--- src/rtl/tx_huge_pages_regs_pkg.sv ---
// Shared constants for the TX huge-page register block: FSM encoding,
// TLP fmt/type codes, register DW offsets and the page-count ceiling.
package tx_huge_pages_regs_pkg;

  localparam int MAX_PAGES  = 8;
  localparam int PAGE_IDX_W = $clog2(MAX_PAGES);

  // Receive FSM encoding
  localparam logic [1:0] ST_IDLE  = 2'd0;
  localparam logic [1:0] ST_HDR   = 2'd1;
  localparam logic [1:0] ST_DATA  = 2'd2;
  localparam logic [1:0] ST_DRAIN = 2'd3;

  // fmt/type field trn_rd[62:56] for memory writes
  localparam logic [6:0] FMT_MWR32 = 7'b10_00000;
  localparam logic [6:0] FMT_MWR64 = 7'b11_00000;

  // DW offsets: 0/1 completion address lo/hi; page i at 16+4i (addr lo),
  // 17+4i (addr hi), 18+4i (qwords + unlock). 64-bit registers are only
  // written as a whole, starting at their low DW.
  localparam logic [5:0] OFF_CBA_LO    = 6'd0;
  localparam logic [5:0] OFF_PAGE_BASE = 6'd16;
  localparam logic [1:0] SUB_ADDR_LO   = 2'd0;
  localparam logic [1:0] SUB_QWORDS    = 2'd2;

  typedef enum logic [1:0] {
    TGT_CBA  = 2'd0,
    TGT_ADDR = 2'd1,
    TGT_QW   = 2'd2
  } tgt_kind_e;

  // Payload DWs arrive byte-reversed relative to register layout
  function automatic logic [31:0] bswap32(input logic [31:0] dw);
    return {dw[7:0], dw[15:8], dw[23:16], dw[31:24]};
  endfunction

endpackage

--- src/rtl/tx_huge_pages_regs_status_cell.sv ---
// Per-page armed flag: set by an unlock pulse, cleared by the consumer's
// free strobe. Set wins so a re-arm racing a free is never lost.
module hp_status_cell (
  input  logic trn_clk,
  input  logic reset_n,
  input  logic unlock,
  input  logic free,
  output logic status
);

  logic status_q, status_d;

  // next-state: set has priority over clear
  always_comb begin
    status_d = status_q;
    if (unlock)    status_d = 1'b1;
    else if (free) status_d = 1'b0;
  end

  // armed flag register
  always_ff @(posedge trn_clk or negedge reset_n) begin
    if (!reset_n) status_q <= 1'b0;
    else          status_q <= status_d;
  end

  assign status = status_q;

endmodule

--- src/rtl/tx_huge_pages_regs.sv ---
// TRN RX snooper that decodes 1-/2-DW memory writes to a BAR and updates
// the huge-page descriptor registers and the completion buffer address.
module tx_huge_pages_regs
  import tx_huge_pages_regs_pkg::*;
#(
  parameter int NUM_PAGES = 2,
  parameter int BAR_IDX   = 2
) (
  input  logic                    trn_clk,
  input  logic                    reset_n,
  input  logic [63:0]             trn_rd,
  input  logic [7:0]              trn_rrem_n,
  input  logic                    trn_rsof_n,
  input  logic                    trn_reof_n,
  input  logic                    trn_rsrc_rdy_n,
  input  logic                    trn_rsrc_dsc_n,
  input  logic                    trn_rdst_rdy_n,
  input  logic [6:0]              trn_rbar_hit_n,
  output logic [64*NUM_PAGES-1:0] huge_page_addr,
  output logic [32*NUM_PAGES-1:0] huge_page_qwords,
  output logic [NUM_PAGES-1:0]    huge_page_status,
  input  logic [NUM_PAGES-1:0]    huge_page_free,
  output logic [63:0]             completed_buffer_address,
  output logic [15:0]             ignored_wr_cnt
);

  logic beat, sof, eof, dsc, hit, is_mwr;
  assign beat   = ~trn_rsrc_rdy_n & ~trn_rdst_rdy_n;
  assign sof    = ~trn_rsof_n;
  assign eof    = ~trn_reof_n;
  assign dsc    = ~trn_rsrc_dsc_n;
  assign hit    = ~trn_rbar_hit_n[BAR_IDX];
  assign is_mwr = (trn_rd[62:56] == FMT_MWR32) || (trn_rd[62:56] == FMT_MWR64);

  // Remainder and most header fields carry nothing this block needs
  logic unused_ok;
  assign unused_ok = ^{trn_rrem_n, trn_rd, trn_rbar_hit_n};

  logic [1:0]                      state_q, state_d;
  logic                            is64_q, is64_d;
  logic [9:0]                      len_q, len_d;
  tgt_kind_e                       kind_q, kind_d;
  logic [PAGE_IDX_W-1:0]           page_q, page_d;
  logic [31:0]                     shadow_q, shadow_d;
  logic [63:0]                     cba_q, cba_d;
  logic [NUM_PAGES-1:0][63:0]      addr_q, addr_d;
  logic [NUM_PAGES-1:0][31:0]      qw_q, qw_d;
  logic [NUM_PAGES-1:0]            unlock_q, unlock_d;
  logic [15:0]                     ign_q, ign_d;

  // Beat-2 address decode: offset position depends on header size
  logic [5:0]            off, rel;
  logic                  dec_ok;
  tgt_kind_e             dec_kind;
  logic [PAGE_IDX_W-1:0] dec_page;

  // offset -> register target, with the length each target demands
  always_comb begin
    off      = is64_q ? trn_rd[7:2] : trn_rd[39:34];
    rel      = off - OFF_PAGE_BASE;
    dec_ok   = 1'b0;
    dec_kind = TGT_CBA;
    dec_page = rel[4:2];
    if (off == OFF_CBA_LO) begin
      dec_ok = (len_q == 10'd2);
    end else if (off >= OFF_PAGE_BASE && !rel[5] && int'(rel[4:2]) < NUM_PAGES) begin
      if (rel[1:0] == SUB_ADDR_LO) begin
        dec_kind = TGT_ADDR;
        dec_ok   = (len_q == 10'd2);
      end else if (rel[1:0] == SUB_QWORDS) begin
        dec_kind = TGT_QW;
        dec_ok   = (len_q == 10'd1);
      end
    end
  end

  // Beat-3 payload: MWr64 carries both DWs here, MWr32 only DW1
  logic [31:0] lo_dw, hi_dw;
  assign lo_dw = is64_q ? bswap32(trn_rd[63:32]) : shadow_q;
  assign hi_dw = is64_q ? bswap32(trn_rd[31:0])  : bswap32(trn_rd[63:32]);

  // TLP walker: abort beats first, then new-TLP starts, then per-state work
  always_comb begin
    state_d  = state_q;
    is64_d   = is64_q;
    len_d    = len_q;
    kind_d   = kind_q;
    page_d   = page_q;
    shadow_d = shadow_q;
    cba_d    = cba_q;
    addr_d   = addr_q;
    qw_d     = qw_q;
    unlock_d = '0;
    ign_d    = ign_q;
    if (beat) begin
      if (dsc) begin
        state_d  = ST_IDLE;
        shadow_d = '0;
      end else if (sof) begin
        is64_d = trn_rd[61];
        len_d  = trn_rd[41:32];
        if (eof)                state_d = ST_IDLE;
        else if (hit && is_mwr) state_d = ST_HDR;
        else                    state_d = ST_DRAIN;
      end else begin
        case (state_q)
          ST_HDR: begin
            kind_d = dec_kind;
            page_d = dec_page;
            if (!dec_ok) begin
              if (ign_q != 16'hFFFF) ign_d = ign_q + 16'd1;
              state_d = eof ? ST_IDLE : ST_DRAIN;
            end else if (!is64_q && dec_kind == TGT_QW) begin
              // 3DW qwords write: whole payload is already here
              for (int i = 0; i < NUM_PAGES; i++) begin
                if (dec_page == PAGE_IDX_W'(i)) begin
                  qw_d[i]     = bswap32(trn_rd[31:0]);
                  unlock_d[i] = 1'b1;
                end
              end
              state_d = eof ? ST_IDLE : ST_DRAIN;
            end else begin
              if (!is64_q) shadow_d = bswap32(trn_rd[31:0]);
              // eof here means the payload is truncated: drop it
              state_d = eof ? ST_IDLE : ST_DATA;
            end
          end
          ST_DATA: begin
            if (kind_q == TGT_CBA) cba_d = {hi_dw, lo_dw};
            for (int i = 0; i < NUM_PAGES; i++) begin
              if (page_q == PAGE_IDX_W'(i)) begin
                if (kind_q == TGT_ADDR) begin
                  addr_d[i] = {hi_dw, lo_dw};
                end else if (kind_q == TGT_QW) begin
                  qw_d[i]     = lo_dw;
                  unlock_d[i] = 1'b1;
                end
              end
            end
            state_d = eof ? ST_IDLE : ST_DRAIN;
          end
          ST_DRAIN: if (eof) state_d = ST_IDLE;
          default: ;
        endcase
      end
    end
  end

  // register file and walker state
  always_ff @(posedge trn_clk or negedge reset_n) begin
    if (!reset_n) begin
      state_q  <= ST_IDLE;
      is64_q   <= 1'b0;
      len_q    <= '0;
      kind_q   <= TGT_CBA;
      page_q   <= '0;
      shadow_q <= '0;
      cba_q    <= '0;
      addr_q   <= '0;
      qw_q     <= '0;
      unlock_q <= '0;
      ign_q    <= '0;
    end else begin
      state_q  <= state_d;
      is64_q   <= is64_d;
      len_q    <= len_d;
      kind_q   <= kind_d;
      page_q   <= page_d;
      shadow_q <= shadow_d;
      cba_q    <= cba_d;
      addr_q   <= addr_d;
      qw_q     <= qw_d;
      unlock_q <= unlock_d;
      ign_q    <= ign_d;
    end
  end

  for (genvar g = 0; g < NUM_PAGES; g++) begin : g_page
    hp_status_cell u_status (
      .trn_clk (trn_clk),
      .reset_n (reset_n),
      .unlock  (unlock_q[g]),
      .free    (huge_page_free[g]),
      .status  (huge_page_status[g])
    );
  end

  assign huge_page_addr           = addr_q;
  assign huge_page_qwords         = qw_q;
  assign completed_buffer_address = cba_q;
  assign ignored_wr_cnt           = ign_q;

endmodule

--- config.mk ---
export PLATFORM = sky130hd
export DESIGN_NAME = tx_huge_pages_regs
export DESIGN_NICKNAME = d
export VERILOG_FILES = /design/src/rtl/tx_huge_pages_regs_pkg.sv /design/src/rtl/tx_huge_pages_regs_status_cell.sv /design/src/rtl/tx_huge_pages_regs.sv
export SDC_FILE = /design/constraint.sdc
export NUM_CORES = 1
export LEC_CHECK = 0
export CAP_MARGIN = 10
export CORE_ASPECT_RATIO = 2
export CORE_MARGIN = 2
export CORE_UTILIZATION = 42
export CTS_CLUSTER_SIZE = 8
export DETAILED_ROUTE_END_ITERATION = 10
export PLACE_DENSITY = 0.74
export SYNTH_ARGS = -nofsm -noshare
export SYNTH_HDL_FRONTEND = slang
export SYNTH_SLANG_ARGS = --single-unit
--- constraint.sdc ---
create_clock -name trn_clk -period 3.02 [get_ports trn_clk]
set_clock_uncertainty 0.1 [all_clocks]
set_input_delay 0.453 -clock trn_clk [delete_from_list [all_inputs] [get_ports trn_clk]]
set_output_delay 0.453 -clock trn_clk [all_outputs]
set_load 0.03 [all_outputs]
==> results of run 1 <==
[critical path, stage by stage (launching register included)]
cell,delay (ns)
dfrtp_4,0.44
buf_4,0.24
mux2i_1,0.44
a21boi_1,0.26
o2111a_2,0.25
nor2_2,0.05
buf_4,0.15
nor4_4,0.30
buf_4,0.28
a22o_1,0.16
[power breakdown]
| group | switching, mW | total (mW) | leakage [nW] | internal (mW) |
|---|---|---|---|---|
| clock network | 1.77 | 4.47 | 0.591 | 2.70 |
| registers | 0.380 | 5.40 | 4.36 | 5.02 |
| logic | 2.57 | 4.20 | 3.16 | 1.62 |
[layer usage]
layer,vias up,share of wire,track usage,wire length (um)
li1,4929,-,-,-
met1,5200,0.34,0.265,14300
met2,376,0.54,0.476,22800
met3,122,0.047,0.0427,1970
met4,0,0.072,0.165,3020
met5,-,0,0,0
[cell families (layout without fill, tap and decap cells)]
kind of cell,Yosys count,count (layout),synth area share
buf+inv,88,459,0.0297
simple gates,371,371,0.121
fa+ha+maj,5,5,0.00479
flops,326,326,0.624
other cells,0,1,0
compound gates,347,347,0.149
xor+xnor,15,15,0.0101
mux,78,78,0.0613
[state kept, by name, summed over array words and instances, names as in the netlist]
register	count
shadow_q	32
len_q	10
huge_page_addr	128
unlock_q	2
is64_q	1
state_q	2
huge_page_qwords	64
ignored_wr_cnt	16
g_page.u_status.status	2
page_q	3
kind_q	2
completed_buffer_address	64
[through the flow]
stage	instances	hold WS, ns	instance area [sq um]	setup WS, ns
floorplan	1230	0.0574	13100	0.0455
global placement	1921	0.331	17200	-0.180
detailed placement	1921	0.329	17200	-0.179
CTS	1973	0.336	18400	0.262
global route	1974	0.354	18400	0.158
finish	1974	0.330	18400	0.257
[placed cells by master (no fill, tap or decap), types with 3 or more instances in the layout]
cell	n
a21oi_1	68
a22o_1	32
and2_1	4
and3_1	3
buf_12	11
buf_4	41
clkbuf_16	46
clkdlybuf4s50_1	346
dfrtp_1	325
ha_1	4
inv_1	8
mux2_2	13
mux2i_1	63
nand2_1	239
nand3_1	12
nand4_1	4
nor2_1	73
nor3_1	6
nor4_1	5
o21ai_0	227
o31ai_1	3
xnor2_1	13
[area by class of cell]
class                           instances  area (sq um)
Timing Repair Buffer                  400          4020
Sequential cell                       326          8160
Tap cell                              372           465
Clock buffer                           48          1170
Antenna cell                            1          2.50
Clock inverter                          3          33.8
Fill cell                            2490         12300
Multi-Input combinational cell        816          4570
Inverter                                8          30.0
[what timing repair did]
| action | CTS | global route |
|---|---|---|
| hold buffers | 1 | 0 |
| gates resized for setup | 0 | 0 |
| hold endpoints to repair | 79 | 0 |
[worst paths after layout]
path	endpoint	cells past startpoint
min in group asynchronous	huge_page_addr[23]	2
worst max register to register	shadow_q[1]	9
max in group asynchronous	huge_page_addr[5]	3
worst min-delay path	g_page[0].u_status.status	1
worst min register to register	g_page[0].u_status.status	1
worst max-delay path	shadow_q[1]	9
==> qor.csv, run 1 <==
metric,value,unit
Wirelength per Cell,21.3,um
Final Core Density,0.600,
vias per cell,5.38,
required time worst endpoint,3.39,ns
CP Data Arrival Time,3.14,ns
CTS root buf,clkbuf_16,
status,completed,
placer congestion estimate,0.919,
final setup vio count,0,
area delta synth->final,41.2,%
Max VDD drop,554,uV
Remaining DRCs,0,
initial core utilization,0.425,
post-synthesis cell count,1230,
Max Slew Vio Count,0,
Final Critical Period,2.76,ns
Worst-Skew Late Latency,0.54,ns
Leak Pwr,8.11,nW
vias in the first global route,11069,
reg2reg start,is64_q,
sequential share of the synthesized area,0.624,
top cell type's share of synthesized area,0.624,
post-layout power,14.1,mW
RSZ-0062 raised after global routing,no,
critical path type,flip-flop to flip-flop,
row count,91,
CTS tree,built,
Most used DFF post-synth,dfrtp_1,
FF-to-FF setup slack,0.26,ns
core area,30700,sq um
Max clock buf depth,3,
Post-synth EDFFs,0,
Total Wirelength,42100,um
Via Count,10627,
CP endpoint kind,flip-flop,
Sum Neg Setup Slack,0,ns
drt initial violations,686,
Clock Pin Slew Worst Setup and Hold Paths,0.05,ns
Fmax,362,MHz
Seq cells post-synth,326,
area of the mapped netlist,13100,sq um
Synth async-reset ratio,1.00,
maximum fanout along the worst path,15,
largest net degree at the start of global routing,86,
Overflow after GRT,0,
slew at the pin closest to its max-slew limit,0.744,ns
drt pass-1 iters,5,
GRT Total Usage,0.258,
Mapped Nets,1323,
Syn. warnings,0,
max_slew headroom,0.490,
CP startpoint,is64_q,
Hold WC Path Type,flip-flop to flip-flop,
Buffers on Ports,347,
most frequent cell after synthesis,dfrtp_1,
leading post-synthesis cells by cell area,"dfrtp_1 (62%), o21ai_0 (8.7%), nand2_1 (6.9%), mux2i_1 (4.9%), a21oi_1 (2.6%)",
clk sink count,326,
H-tree depth,2,
first-pass GRT wire length,64200,um
die span in x,129,um
die area,32600,sq um
initial antenna violation count,1,
Netlist cell types,52,
final worst path period share,0.915,
Final nets,1691,
setup bufs post-CTS,0,
max_cap viols,0,
Power Density,763,nW/um^2
I/O Pins,362,
worst hold path startpoint,unlock_q[0],
Antenna Violating Nets Remaining,0,
CP Launch Type,flip-flop,
Mean Syn Cell Area,10.6,sq um
synth cell count leaders,"dfrtp_1 (326), nand2_1 (240), o21ai_0 (227), nor2_1 (73), a21oi_1 (68)",
share of cells above drive strength 1,0.0843,
"Hold Violations, Final",0,
Die Ht,253,um
hpwl dp,30800,um
cell taking the most area after synthesis,dfrtp_1,
TritonCTS Buffers,46,
(Power assumes the default switching activity.)
==> run 2, diff against run 1 <==
CAP_MARGIN = unset   (was 10)
==> results of run 2 <==
The final DEF is identical to that of run 1; final timing and power are the same.
